===== src/rtl/prbs_gen_check_if.sv =====
// Bundle of generator/checker data and status signals for prbs_gen_check.
// master = link-test driver side, slave = the PRBS block.
interface prbs_gen_check_if #(
  parameter int DATA_W    = 1,
  parameter int ERR_CNT_W = 16
);
  logic [1:0]           mode;
  logic                 gen_en;
  logic                 inj_err;
  logic [DATA_W-1:0]    gen_dout;
  logic                 gen_valid;
  logic [DATA_W-1:0]    chk_din;
  logic                 chk_valid;
  logic                 clr;
  logic                 locked;
  logic [ERR_CNT_W-1:0] err_cnt;
  logic                 err_sat;

  modport master (
    output mode, gen_en, inj_err, chk_din, chk_valid, clr,
    input  gen_dout, gen_valid, locked, err_cnt, err_sat
  );
  modport slave (
    input  mode, gen_en, inj_err, chk_din, chk_valid, clr,
    output gen_dout, gen_valid, locked, err_cnt, err_sat
  );
endinterface


===== src/rtl/prbs_gen_check.sv =====
// PRBS7/15/23/31 word generator and self-synchronising checker with lock FSM.
// Define PRBS_ERR_INJECT_EN to enable single-bit error injection on the generator.
module prbs_gen_check #(
  parameter int DATA_W     = 1,
  parameter int ERR_CNT_W  = 16,
  parameter int LOCK_GOOD  = 16,
  parameter int UNLOCK_BAD = 4
) (
  input logic             clk,
  input logic             rst_n,
  prbs_gen_check_if.slave bus
);
  localparam int GW = $clog2(LOCK_GOOD + 1);
  localparam int BW = $clog2(UNLOCK_BAD + 1);
  localparam int PW = $clog2(DATA_W + 1);
  localparam logic [ERR_CNT_W:0] CNT_MAX = {1'b0, {ERR_CNT_W{1'b1}}};

  typedef enum logic {UNLOCKED, LOCKED} lock_e;

  // Feedback bit for one step; s[0] is the most recent bit.
  function automatic logic fb(input logic [30:0] s, input logic [1:0] m);
    case (m)
      2'd0:    fb = s[6]  ^ s[5];
      2'd1:    fb = s[14] ^ s[13];
      2'd2:    fb = s[22] ^ s[17];
      default: fb = s[30] ^ s[27];
    endcase
  endfunction

  logic [30:0]          g, g_nxt, h, h_nxt;
  logic [1:0]           mode_q;
  logic                 mode_chg;
  logic [DATA_W-1:0]    gen_word, flip, err_vec, gen_dout;
  logic                 gen_valid, locked, err_sat;
  logic [PW-1:0]        pop;
  logic [ERR_CNT_W:0]   sum;
  logic [ERR_CNT_W-1:0] err_cnt;
  logic [GW-1:0]        good_cnt;
  logic [BW-1:0]        bad_cnt;
  lock_e                state;

  assign mode_chg = (bus.mode != mode_q);

  always_comb begin
    g_nxt    = g;
    gen_word = '0;
    for (int i = DATA_W - 1; i >= 0; i--) begin
      gen_word[i] = fb(g_nxt, bus.mode);
      g_nxt       = {g_nxt[29:0], gen_word[i]};
    end
  end

  // Prediction for later bits of a word already sees earlier received bits.
  always_comb begin
    h_nxt   = h;
    err_vec = '0;
    pop     = '0;
    for (int i = DATA_W - 1; i >= 0; i--) begin
      err_vec[i] = bus.chk_din[i] ^ fb(h_nxt, bus.mode);
      h_nxt      = {h_nxt[29:0], bus.chk_din[i]};
    end
    for (int i = 0; i < DATA_W; i++) pop = pop + PW'(err_vec[i]);
    sum = {1'b0, err_cnt} + (ERR_CNT_W + 1)'(pop);
  end

`ifdef PRBS_ERR_INJECT_EN
  logic inj_pend;

  always_ff @(posedge clk or negedge rst_n) begin
    if (!rst_n)                       inj_pend <= 1'b0;
    else if (bus.gen_en && !mode_chg) inj_pend <= 1'b0;
    else if (bus.inj_err)             inj_pend <= 1'b1;
  end

  always_comb begin
    flip         = '0;
    flip[DATA_W-1] = bus.inj_err | inj_pend;
  end
`else
  logic unused_inj;
  assign unused_inj = bus.inj_err;
  assign flip       = '0;
`endif

  always_ff @(posedge clk or negedge rst_n) begin
    if (!rst_n) begin
      g         <= 31'd1;
      h         <= '0;
      mode_q    <= 2'd0;
      state     <= UNLOCKED;
      good_cnt  <= '0;
      bad_cnt   <= '0;
      gen_dout  <= '0;
      gen_valid <= 1'b0;
      locked    <= 1'b0;
      err_cnt   <= '0;
      err_sat   <= 1'b0;
    end else begin
      gen_valid <= 1'b0;
      // A mode change restarts both ends; the word in flight is dropped.
      if (mode_chg) begin
        mode_q   <= bus.mode;
        g        <= 31'd1;
        h        <= '0;
        good_cnt <= '0;
        bad_cnt  <= '0;
        state    <= UNLOCKED;
        locked   <= 1'b0;
      end else begin
        if (bus.gen_en) begin
          g         <= g_nxt;
          gen_dout  <= gen_word ^ flip;
          gen_valid <= 1'b1;
        end
        if (bus.chk_valid) begin
          h <= h_nxt;
          case (state)
            UNLOCKED: begin
              if (|err_vec) good_cnt <= '0;
              else if (good_cnt == GW'(LOCK_GOOD - 1)) begin
                state    <= LOCKED;
                locked   <= 1'b1;
                good_cnt <= '0;
                bad_cnt  <= '0;
              end else good_cnt <= good_cnt + 1'b1;
            end
            default: begin
              if (!(|err_vec)) bad_cnt <= '0;
              else if (bad_cnt == BW'(UNLOCK_BAD - 1)) begin
                state    <= UNLOCKED;
                locked   <= 1'b0;
                bad_cnt  <= '0;
                good_cnt <= '0;
              end else bad_cnt <= bad_cnt + 1'b1;
            end
          endcase
        end
      end
      // Only words checked while already locked contribute errors.
      if (bus.clr) begin
        err_cnt <= '0;
        err_sat <= 1'b0;
      end else if (!mode_chg && bus.chk_valid && state == LOCKED) begin
        if (sum >= CNT_MAX) begin
          err_cnt <= '1;
          err_sat <= 1'b1;
        end else err_cnt <= sum[ERR_CNT_W-1:0];
      end
    end
  end

  assign bus.gen_dout  = gen_dout;
  assign bus.gen_valid = gen_valid;
  assign bus.locked    = locked;
  assign bus.err_cnt   = err_cnt;
  assign bus.err_sat   = err_sat;
endmodule


===== src/flat_wrapper.sv =====
// flat-port wrapper written by rule: the top's interface ports become plain ports
module prbs_gen_check_flat 
#(
  parameter int DATA_W     = 1,
  parameter int ERR_CNT_W  = 16,
  parameter int LOCK_GOOD  = 16,
  parameter int UNLOCK_BAD = 4
)
  (clk, rst_n, bus_mode, bus_gen_en, bus_inj_err, bus_chk_din, bus_chk_valid, bus_clr, bus_gen_dout, bus_gen_valid, bus_locked, bus_err_cnt, bus_err_sat);
  prbs_gen_check_if #(.DATA_W(DATA_W), .ERR_CNT_W(ERR_CNT_W)) bus_i ();
  input logic clk;
  input logic rst_n;
  input wire logic [$bits(bus_i.mode)-1:0] bus_mode;
  input wire logic [$bits(bus_i.gen_en)-1:0] bus_gen_en;
  input wire logic [$bits(bus_i.inj_err)-1:0] bus_inj_err;
  input wire logic [$bits(bus_i.chk_din)-1:0] bus_chk_din;
  input wire logic [$bits(bus_i.chk_valid)-1:0] bus_chk_valid;
  input wire logic [$bits(bus_i.clr)-1:0] bus_clr;
  output wire logic [$bits(bus_i.gen_dout)-1:0] bus_gen_dout;
  output wire logic [$bits(bus_i.gen_valid)-1:0] bus_gen_valid;
  output wire logic [$bits(bus_i.locked)-1:0] bus_locked;
  output wire logic [$bits(bus_i.err_cnt)-1:0] bus_err_cnt;
  output wire logic [$bits(bus_i.err_sat)-1:0] bus_err_sat;
  assign bus_i.mode = bus_mode;
  assign bus_i.gen_en = bus_gen_en;
  assign bus_i.inj_err = bus_inj_err;
  assign bus_i.chk_din = bus_chk_din;
  assign bus_i.chk_valid = bus_chk_valid;
  assign bus_i.clr = bus_clr;
  assign bus_gen_dout = bus_i.gen_dout;
  assign bus_gen_valid = bus_i.gen_valid;
  assign bus_locked = bus_i.locked;
  assign bus_err_cnt = bus_i.err_cnt;
  assign bus_err_sat = bus_i.err_sat;
  prbs_gen_check #(.DATA_W(DATA_W), .ERR_CNT_W(ERR_CNT_W), .LOCK_GOOD(LOCK_GOOD), .UNLOCK_BAD(UNLOCK_BAD)) u_core (.clk(clk), .rst_n(rst_n), .bus(bus_i));
endmodule

===== config.mk =====
export PLATFORM = sky130hd
export DESIGN_NAME = prbs_gen_check_flat
export DESIGN_NICKNAME = d
export VERILOG_FILES = /design/src/rtl/prbs_gen_check_if.sv /design/src/rtl/prbs_gen_check.sv /design/src/flat_wrapper.sv
export SDC_FILE = /design/constraint.sdc
export NUM_CORES = 1
export LEC_CHECK = 0
export BUFFER_PORTS_ARGS = -buffer_cell sky130_fd_sc_hd__buf_2
export CORE_MARGIN = 5
export CORE_UTILIZATION = 60
export DETAILED_ROUTE_END_ITERATION = 16
export GPL_TIMING_DRIVEN = 1
export PLACE_DENSITY = 0.79
export SETUP_SLACK_MARGIN = 0.02
export SKIP_CTS_REPAIR_TIMING = 1
export SLEW_MARGIN = 20
export SYNTH_ARGS = -nofsm -noshare
export SYNTH_HDL_FRONTEND = slang
export SYNTH_SLANG_ARGS = --single-unit

===== constraint.sdc =====
create_clock -name clk -period 3.3 [get_ports clk]
set_input_delay 0.33 -clock clk [delete_from_list [all_inputs] [get_ports clk]]
set_output_delay 0.33 -clock clk [all_outputs]
set_load 0.02 [all_outputs]

## Word level (Yosys, flattened, before mapping)

Cells that the tools add are included.

- Bits in registers: 93
- Output and inout bits: 20
- Word-level logic and storage cells: 90

- $add $sub $neg: 3
- $lt $le $gt $ge: 1
- Equal/unequal tests: 9
- Muxes and demuxes: 42
- Bitwise gates (word level): 10
- Reductions and logical operators: 14

Operators by type and width:

| kind | number |
|---|---|
| $mux W31 | 4 |
| $mux W16 | 3 |
| $mux W5 | 7 |
| $mux W3 | 7 |
| $mux W1 | 19 |
| $add A16 B1 Y17 | 1 |
| $ge A17 B16 Y1 const B | 1 |
| $ne A3 B2 Y1 const B | 3 |
| $xor A1 B1 Y1 | 9 |
| $reduce_bool A2 Y1 | 4 |
| $pmux W1 S3 | 2 |
| $reduce_and A3 Y1 | 2 |
| $add A5 B1 Y5 const B | 1 |
| $eq A5 B4 Y1 const B | 1 |
| $reduce_and A5 Y1 | 1 |
| $reduce_and A2 Y1 | 2 |
| $add A3 B1 Y3 const B | 1 |
| $eq A3 B2 Y1 const B | 1 |
| $ne A3 B1 Y1 const B | 1 |
| $reduce_bool A3 Y1 | 1 |
| $eq A2 B1 Y1 const B | 1 |
| $eq A2 B2 Y1 const B | 1 |
| $logic_and A1 B1 Y1 | 2 |
| $logic_not A2 Y1 | 1 |
| other kinds (3) | 3 |

## Longest topological paths before layout

Gate-level depths: netlist (run 1).

- Word-level depth: 8
- Gate-level depth with buffers: 13
- Mapped depth without buffers: 12

## Least setup slack after synthesis (run 1)

OpenSTA, ideal clock, no wires.

- Kind: register to register
- Start: register u_core.h[17]
- End: register u_core.err_cnt[8] (netlist: u_core.bus.err_cnt[8])
- Data arrival time: 2.684 ns
- Path slack: 0.522 ns
- Cell stages (with the launch flop): 14
- Buffers on the path: 1
- Period minus slack after synthesis: 2.778 ns
- Cells stage by stage: dfrtp_1 -> xor2_1 -> o22ai_2 -> nor2_4 -> xnor2_4 -> inv_2 -> ha_1 -> buf_2 -> nand3_1 -> nor4_2 -> xnor2_1 -> nor4_4 -> nor2_2 -> a221oi_2

- Longest elaborated chain between the ends: 8

Ends and longest elaborated chain:

| element | line | source |
|---|---|---|
| from (decl) | prbs_gen_check.sv:30 | `logic [30:0] g, g_nxt, h, h_nxt;` |
| from (signal assigned) | prbs_gen_check.sv:116 | `h <= h_nxt;` |
| $xor A1 B1 Y1 (*) | prbs_gen_check.sv:25 | `2'd2: fb = s[22] ^ s[17];` |
| $pmux W1 S3 (*) | prbs_gen_check.sv:22 | `case (m)` |
| $xor A1 B1 Y1 (*) | prbs_gen_check.sv:59 | `err_vec[i] = bus.chk_din[i] ^ fb(h_nxt, bus.mode);` |
| $add A16 B1 Y17 (*) | prbs_gen_check.sv:63 | `sum = {1'b0, err_cnt} + (ERR_CNT_W + 1)'(pop);` |
| $ge A17 B16 Y1 | prbs_gen_check.sv:144 | `if (sum >= CNT_MAX) begin` |
| $mux W16 (*) | prbs_gen_check.sv:144 |  |
| $mux W16 (*) | prbs_gen_check.sv:143 | `end else if (!mode_chg && bus.chk_valid && state == LOCKED) begin` |
| $mux W16 (*) | prbs_gen_check.sv:140 | `if (bus.clr) begin` |
| to (signal assigned) | prbs_gen_check.sv:147 | `end else err_cnt <= sum[ERR_CNT_W-1:0];` |
| to (decl) | prbs_gen_check.sv:37 | `logic [ERR_CNT_W-1:0] err_cnt;` |

Mark *: on every way between the ends. The rest lies on a longest branch, timed or not. The select of a mux whose other input is x is not followed.
A chain may end at the register's enable or synchronous reset.

## Final worst setup path (run 1)

Ends and elaborated chain as after synthesis.

==> qor.txt, run 1 <==
Run status = complete, no violations
Sw Pwr = 0.0005413 W
Sw Share = 25.40%
Commonest non-fill, non-tap cell in the layout = dfrtp_1
Power density over the cells = 430.2 nW/um^2
Clock Skews = 18.02 ps
Vias in the first global route = 3027
Placed Cells = 529
Final Hold Viols = 0
Die W = 96.57 um
Post-route DRC = 0
Top FF cell, synth = dfrtp_1
CP arrival = 3330 ps
Syn. warnings = 0
Share of post-route cells with drive strength above 1 = 16.41%
First-pass GRT wire length = 14.41 mm
Asr flop ratio synth = 100.0%
Seq/Total Area, Yosys = 51.78%
Layout Cells excl Fill = 550
Nets = 459
Initial Util = 61.67%
Routed WL per cell = 15.01 um
Num CTS Buffers = 9
Root Driver = clkbuf_8
Leak Pwr = 2.343 nW
Fill cells = 563
CORE AREA = 7292 sq um
CTS tree = yes
CP endpoint kind = flip-flop
Most frequent cells in the layout = dfrtp_1, nor2_1, mux2i_1, buf_2, nand2_1
Period utilisation layout = 93.14%
Hold WC Path Type = input port to flip-flop
Iteration-0 DRC Markers = 149
Synthesized area = 4497 sq um
Max-slew violations = 0
GR Overflow Total = 0
Yosys reg bits = 93
P&R area growth vs syn = 10.18%
Die height = 96.57 um
Unrepaired setup endpoints after global routing = no
Mapped Nets = 436
EDFF count, synth = 0
Clk sinks = 93
Final worst path period need = 3074 ps
Via count = 3080
Mean Syn Cell Area = 10.63 sq um
Clock network power share = 37.6%
Type of the worst setup path = flip-flop to flip-flop
Total GRT Usage = 19.55%
Placed inst area = 4700 sq um
Sequential share of power = 54.3%
Std-Cell Rows = 31
Int Pwr = 0.001590 W
Rel. slew slack = 40.64%
Max_cap viols = 0
Syn Inst Count = 423
Max clock buf depth = 2
IO Pins = 29
I/O Buffers = 27
Fin Setup TNS = 0 ps
CP Data Required Time = 3560 ps
Final instance area = 4955 sq um
Pin count of the biggest net entering global routing = 64
Routed Antenna Nets = 0
Skew-Pair Late Insertion Delay = 360 ps
WL final = 8.254 mm
CP startpoint kind = flip-flop
Slew @ Worst Pin = 890.4 ps
Max Fclk = 325.4 MHz
Worst-path clk slew = 100 ps
Initial antenna violation count = 0
# H-tree levels = 3
Critical-path maximum fanout = 8
Logic pwr share = 8.1%
Hold_ws = 162.3 ps
Final setup violation count = 0
# diodes = 0
RePlAce Congestion = 0.7811
Peak VDD IR = 0.3271 mV
Vias/cell = 5.600
Die area = 9326 sq um
Yosys cell types = 60
Dpl hpwl = 5.468 mm
Drt pass-1 iters = 4
[routing by layer]
metal | up-vias | track usage, % | share of wire, %
met5 | - | 0 | 0
met4 | 0 | 7.243 | 1.1
met3 | 8 | 3.718 | 3.2
met2 | 59 | 31.21 | 49
met1 | 1496 | 26.70 | 46
li1 | 1517 | - | -
[registers in the layout (all words and copies together) (netlist names)]
signal and cells:
u_core.bad_cnt 3, u_core.bus.locked 1, u_core.bus.gen_valid 1, u_core.h 31, u_core.good_cnt 5, u_core.g 31
u_core.bus.err_cnt 16, u_core.state 1, u_core.mode_q 2, u_core.bus.err_sat 1, u_core.bus.gen_dout 1
[worst paths after layout]
kind	startpoint	end	slack, ps	cells after the start
worst max-delay path	u_core.h[17]	u_core.bus.err_cnt[8]	230	13
worst min-delay path	bus_mode[1]	u_core.mode_q[1]	160	1
worst max register to register	u_core.h[17]	u_core.bus.err_cnt[8]	230	13
worst min register to register	u_core.bad_cnt[2]	u_core.bad_cnt[2]	510	1
max in group asynchronous	rst_n	u_core.g[0]	1980	3
min in group asynchronous	rst_n	u_core.bus.err_cnt[14]	510	2
[cell usage after synthesis (all sizes together) (3+ instances only)]
cell,count,area share [%]
o22ai,3,0.70
nand2b,4,0.56
dfrtp,92,51
o211ai,3,0.50
nor3,10,1.5
mux2i,62,14
xor2,6,1.2
buf,10,0.97
nor2,86,7.4
clkbuf,16,1.3
nand4,4,0.89
ha,4,1.1
a211oi,5,0.83
nand2,19,1.6
a21oi,8,0.89
nor4,5,1.5
o21ai,11,1.2
a221oi,5,1.3
or2,4,0.56
inv,11,0.92
xnor2,11,2.6
nand3,16,1.8
[per-stage QoR]
step / util [%] / worst slack [ps] / power [W]
floorplan: - / 522.1 / 0.001287
global placement: 64.45 / 294.4 / 0.001340
detailed placement: 64.45 / 199.4 / 0.001344
CTS: 67.36 / 196.1 / 0.002145
global route: 67.95 / 56.20 / 0.002220
finish: 67.95 / 226.4 / 0.002131
[worst max-delay path, stage by stage (launching register included)]
cell and delay (ps):
dfrtp_1 430, xor2_1 180, o22ai_2 280, nor2_4 100, xnor2_4 220, inv_2 100, ha_1 210, buf_4 170
xnor2_1 120, o22ai_1 160, o211ai_1 180, nor4_4 400, nor2_2 140, a221oi_2 270
[cell type report]
type	instances	area, sq um	area share (%)
flip-flops and latches	93	2328	46.99
inverters	11	41.29	0.8333
clock inverters	6	75.07	1.515
multi-input cells	293	2026	40.88
well taps	99	123.9	2.500
repair buffers	38	222.7	4.495
clock buffers	10	137.6	2.778
[power by group through the flow]
stage / registers (W) / logic [W] / clock network, W
floorplan: 0.00118 / 0.000102 / 0
global placement: 0.00118 / 0.000159 / 0
detailed placement: 0.00118 / 0.000164 / 0
CTS: 0.00116 / 0.000165 / 0.000822
global route: 0.00116 / 0.000188 / 0.000872
finish: 0.00116 / 0.000172 / 0.000802
[kinds of logic after synthesis]
| group | after synthesis | share of synthesized area, % |
|---|---|---|
| AO/OA/AOI/OAI | 44 | 6.956 |
| XOR/XNOR | 17 | 3.728 |
| adder cells (fa/ha/maj) | 4 | 1.113 |
| buffers and inverters | 37 | 3.228 |
| flip-flops | 93 | 51.78 |
| multiplexers | 64 | 14.55 |
| AND/OR/NAND/NOR | 164 | 18.64 |
Power figures use the tool's default switching activity.
==> inputs of run 2 (changes only) <==
--- a/config.mk
+++ b/config.mk
@@ -5,12 +5,12 @@
 export SDC_FILE = /design/constraint.sdc
 export NUM_CORES = 1
 export LEC_CHECK = 0
+export ABC_AREA = 1
 export BUFFER_PORTS_ARGS = -buffer_cell sky130_fd_sc_hd__buf_2
 export CORE_MARGIN = 5
-export CORE_UTILIZATION = 60
+export CORE_UTILIZATION = 40
 export DETAILED_ROUTE_END_ITERATION = 16
 export GPL_TIMING_DRIVEN = 1
-export PLACE_DENSITY = 0.79
 export SETUP_SLACK_MARGIN = 0.02
 export SKIP_CTS_REPAIR_TIMING = 1
 export SLEW_MARGIN = 20
==> run 2 against run 1 <==
Compared with the run above: the flow now finishes with violations (negative hold slack); wire length grew 2.3%; total power is 1.3% lower; sequential share of layout area increased by 0.92 points; count of clock-buffer cells in the layout unchanged; highest routed layer unchanged; synthesized cell count grew 16%; non-clock buffer count down 8; largest cell class unchanged; synthesized area shrank 2.4%; register-to-register slack gained 250 ps; worst setup slack improved by 250 ps; critical path type unchanged; die area grew 41%; clock power increased by 1%.
==> qor.txt, run 2 <==
Pin count of the biggest net entering global routing = 58
Num CTS Buffers = 9
Max Fclk = 354.2 MHz
Sequential share of power = 55.0%
Area leader, netlist = dfrtp_1
Leak Pwr = 2.269 nW
Final worst path period need = 2823 ps
Top FF cell, synth = dfrtp_1
Sw Share = 25.43%
CTS tree = yes
Initial antenna violation count = 0
CORE AREA = 10790 sq um
Mapped Nets = 505
Largest registers = u_core.g x31, u_core.h x31, u_core.bus.err_cnt x16
Max clock buf depth = 2
Iteration-0 DRC Markers = 165
WL final = 8.440 mm
CP endpoint kind = flip-flop
Synthesized area = 4390 sq um
CP Data Required Time = 3540 ps
RePlAce Congestion = 0.8679
Run status = finished with violations
Most frequent cells in the layout = inv_1, dfrtp_1, nand2_1, o22ai_1, nand3_1
Most instantiated cells after synthesis = inv_1, dfrtp_1, nand2_1
Drt pass-1 iters = 4
Syn. warnings = 0
CP startpoint kind = flip-flop
Logic pwr share = 6.4%
Clock network power share = 38.6%
Total GRT Usage = 13.59%
Largest cells by area after synthesis = dfrtp_1, o22ai_1, inv_1
Unrepaired setup endpoints after global routing = no
Yosys cell types = 36
Vias/cell = 4.918
Mean Syn Cell Area = 8.924 sq um
Clock Skews = 16.25 ps
Via count = 3256
Seq/Total Area, Yosys = 53.04%
Clk sinks = 93
Nets = 530
Vias in the first global route = 3066
Worst-path clk slew = 100 ps
Hold WC Path Type = input port to asynchronous set/reset pin
Asr flop ratio synth = 100.0%
Rel. slew slack = 40.15%
Dpl hpwl = 5.931 mm
Routed Antenna Nets = 0
Final setup violation count = 0
Hold_ws = -3.174 ps
Sw Pwr = 0.0005349 W
Count leader, synth = inv_1
Die height = 114.8 um
Routed WL per cell = 12.75 um
EDFF count, synth = 0
Failing checks = negative hold slack
First-pass GRT wire length = 14.37 mm
P&R area growth vs syn = 10.69%
Syn Inst Count = 492
Yosys top cell area share = 52.44%
Root Driver = clkbuf_8
IO Pins = 29
CP arrival = 3060 ps
Max-slew violations = 0
GR Overflow Total = 0
Type of the worst setup path = flip-flop to flip-flop
Commonest non-fill, non-tap cell in the layout = inv_1
Peak VDD IR = 0.2177 mV
Skew-Pair Late Insertion Delay = 360 ps
Max_cap viols = 0
Post-route DRC = 0
Die W = 114.8 um
# H-tree levels = 3
Fill cells = 1071
Yosys reg bits = 93
Power density over the cells = 432.8 nW/um^2
Initial Util = 40.68%
Int Pwr = 0.001568 W
Slew @ Worst Pin = 896.7 ps
# diodes = 0
Std-Cell Rows = 38
Share of post-route cells with drive strength above 1 = 16.48%
Fin Setup TNS = 0 ps
Period utilisation layout = 85.55%
Die area = 13170 sq um
I/O Buffers = 27
Critical-path maximum fanout = 16
Final Hold Viols = 2
==> run 2: layer usage <==
metal / vias up / wire (um) / global-route usage [%]
met5: - / 0 / 0
met4: 0 / 86 / 3.678
met3: 6 / 412 / 3.632
met2: 59 / 3975 / 21.89
met1: 1544 / 3965 / 18.28
li1: 1647 / - / -
==> run 2: worst paths after layout <==
kind	slack, ps	depth (start not counted)	startpoint	to
min reg2reg	480	2	u_core.bus.locked	u_core.bus.locked
min	-3	1	rst_n	u_core.bus.err_cnt[9]
max	480	21	u_core.h[14]	u_core.bus.err_cnt[0]
max reg2reg	480	21	u_core.h[14]	u_core.bus.err_cnt[0]
min in group clk	140	1	bus_mode[0]	u_core.mode_q[0]
max in group asynchronous	2470	2	rst_n	u_core.g[0]
==> run 2: area by class of cell <==
| type | count | area [sq um] | area share [%] |
|---|---|---|---|
| multi-input combinational | 283 | 1602 | 32.96 |
| clock buffer | 10 | 137.6 | 2.832 |
| inverter | 100 | 380.4 | 7.827 |
| clock inverter | 6 | 76.32 | 1.571 |
| tap | 140 | 175.2 | 3.605 |
| timing repair buffer | 30 | 160.2 | 3.296 |
| sequential | 93 | 2328 | 47.91 |
==> run 2: logic make-up after synthesis <==
family,synth area share (%)
AO/OA/AOI/OAI,13.39
XOR/XNOR,1.738
adder cells (fa/ha/maj),1.140
buffers and inverters,10.49
flip-flops,53.04
AND/OR/NAND/NOR,20.21
==> run 2: critical path: stages, from the launching register on <==
cell and delay (ps):
dfrtp_1 390, inv_1 90, nand2_1 60, nand3_1 70, nand2_1 80, o21ai_0 220, nand2_1 130, nand2_2 150
ha_1 190, nand2_1 100, nor2_4 170, nand3_2 120, inv_2 100, nand2_2 60, nand2_1 70, inv_2 40
nor2_2 100, nor2_2 50, nand3_2 70, nand2_2 60, nand2_4 290, nand2_1 100
==> run 2: power groups by stage <==
stage | clock network [W] | registers (W) | logic, W
floorplan | 0 | 0.00119 | 0.0000757
global placement | 0 | 0.00118 | 0.000136
detailed placement | 0 | 0.00118 | 0.000139
CTS | 0.000843 | 0.00116 | 0.000139
global route | 0.000889 | 0.00116 | 0.000155
finish | 0.000811 | 0.00116 | 0.000135
==> run 2: stage by stage <==
stage	setup WS, ps	instance area (sq um)	cells	utilization (%)	power, W
floorplan	817.1	4390	492	-	0.001263
global placement	415.3	4646	646	43.04	0.001316
detailed placement	340.5	4646	646	43.04	0.001318
CTS	448.0	4860	662	45.03	0.002139
global route	118.6	4860	662	45.03	0.002203
finish	476.9	4860	662	45.03	0.002103
==> inputs of run 3 (changes only) <==
--- a/config.mk
+++ b/config.mk
@@ -5,12 +5,12 @@
 export SDC_FILE = /design/constraint.sdc
 export NUM_CORES = 1
 export LEC_CHECK = 0
-export ABC_AREA = 1
 export BUFFER_PORTS_ARGS = -buffer_cell sky130_fd_sc_hd__buf_2
 export CORE_MARGIN = 5
-export CORE_UTILIZATION = 40
+export CORE_UTILIZATION = 28
 export DETAILED_ROUTE_END_ITERATION = 16
 export GPL_TIMING_DRIVEN = 1
+export RECOVER_POWER = 100
 export SETUP_SLACK_MARGIN = 0.02
 export SKIP_CTS_REPAIR_TIMING = 1
 export SLEW_MARGIN = 20
==> run 3 against run 2 <==
Compared with the run above: count of clock-buffer cells in the layout is 2 higher; wire length up 1.6%; the run ends with max-capacitance violations, max-slew violations left; highest routed layer unchanged; sequential share of layout area shrank 2.2 points; utilization shrank 13 points; largest cell class unchanged.
==> qor.txt, run 3 (synthesis gave the netlist of run 1 again) <==
Clk sinks = 93
Final instance area = 5094 sq um
Skew-Pair Late Insertion Delay = 340 ps
CTS tree = yes
Share of post-route cells with drive strength above 1 = 9.843%
Cells on worst reg2reg path = 12
P&R area growth vs syn = 13.27%
First-pass GRT wire length = 14.97 mm
Clock Skews = 6.270 ps
Worst-path clk slew = 70 ps
Register area = 2328 sq um
I/O Buffers = 27
WL final = 8.579 mm
Commonest non-fill, non-tap cell in the layout = dfrtp_1
Max_cap viols = 1
# H-tree levels = 3
Hold WC Path Type = input port to flip-flop
CP arrival = 3300 ps
GR Overflow Total = 0
Setup slack at placement = 191.0 ps
Dpl hpwl = 5.896 mm
Final setup margin = 248.2 ps
CORE AREA = 15830 sq um
Power density over the cells = 452.5 nW/um^2
Peak VDD IR = 0.2439 mV
Critical Path End = u_core.bus.err_cnt[8]
Launch point of the worst reg-to-reg path = u_core.h[17]
# diodes = 0
Largest registers = u_core.g x31, u_core.h x31, u_core.bus.err_cnt x16
Routed Antenna Nets = 0
Run status = finished with violations
Drt pass-1 iters = 4
Vias/cell = 4.614
Pin count of the biggest net entering global routing = 62
Num CTS Buffers = 9
FF-to-FF setup slack = 250 ps
Die area = 18700 sq um
Routed WL per cell = 12.94 um
Critical-path maximum fanout = 10
RePlAce Congestion = 0.8076
Vias in the first global route = 3056
Total GRT Usage = 10.01%
Nets = 455
Root Driver = clkbuf_16
Max clock buf depth = 2
Initial Util = 28.41%
CP Data Required Time = 3550 ps
Worst Setup SP = u_core.h[17]
Max-slew violations = 37
Placed inst area = 4846 sq um
Unrepaired setup endpoints after global routing = no
Final core occ = 32.18%
Slew @ Worst Pin = 1969 ps
CP endpoint kind = flip-flop
Die height = 136.7 um
Most frequent cells in the layout = dfrtp_1, nor2_1, mux2i_1, clkbuf_1, nand2_1
Leak Pwr = 2.239 nW
Fin Setup TNS = 0 ps
Max Fclk = 327.7 MHz
CP startpoint kind = flip-flop
Fill cells = 1619
Failing checks = max-capacitance violations, max-slew violations
Initial antenna violation count = 0
Critical R2R Capture = u_core.bus.err_cnt[8]
Area of the multi-input gates = 2011 sq um
Final Hold Viols = 0
Post-route DRC = 0
Rel. slew slack = -31.26%
Die W = 136.7 um
Type of the worst setup path = flip-flop to flip-flop
Final worst path period need = 3052 ps
Iteration-0 DRC Markers = 312
Period utilisation layout = 92.48%
Final setup violation count = 0
IO Pins = 29
Via count = 3059
Std-Cell Rows = 46
[run 3: area by class of cell]
cell class	count	share of cell area, %
Inverter	11	0.8106
Clock buffer	12	5.036
Multi-Input combinational cell	293	39.47
Tap cell	216	5.306
Timing Repair Buffer	34	3.021
Sequential cell	93	45.71
Clock inverter	4	0.6387
[run 3: through the flow]
step           std cells  hold WS (ps)  total power (W)
3_5_place_dp         646         327.1         0.001345
5_1_grt              663         241.3         0.002409
4_1_cts              662        -47.67         0.002348
6_report             663         234.8         0.002305
2_1_floorplan        423         34.41         0.001287
3_3_place_gp         646         315.6         0.001340
[run 3: power breakdown]
group,total [W],switching [W],internal (W)
registers,0.00116,0.00000654,0.00115
clock network,0.000989,0.000435,0.000555
logic,0.000157,0.000112,0.0000453
total,0.00230,0.000553,0.00175
[run 3: critical path, stage by stage (launching register included)]
cell and delay, ps:
dfrtp_1 410, xor2_1 180, o22ai_2 260, nor2_4 90, xnor2_4 170, inv_2 120
ha_1 340, nand3_1 180, nor4_4 190, xnor2_1 170, nor4_4 390, nor2_2 140
a221oi_2 310
[run 3: routing by layer]
layer / vias to the layer above / part of all wire, % / GRT usage (%)
met4: 0 / 2.0 / 4.199
met1: 1519 / 45 / 12.41
met3: 12 / 3.2 / 2.721
met5: - / 0 / 0
li1: 1498 / - / -
met2: 30 / 49 / 16.43
[run 3: worst min-delay path by stage]
stage,from,end,slack [ps],depth (start not counted)
floorplan,rst_n,u_core.bad_cnt[0],30,0
global placement,rst_n,u_core.h[10],320,1
detailed placement,rst_n,u_core.h[10],330,1
CTS,rst_n,u_core.g[27],-50,1
global route,bus_mode[1],u_core.mode_q[1],240,1
finish,bus_mode[1],u_core.mode_q[1],230,1
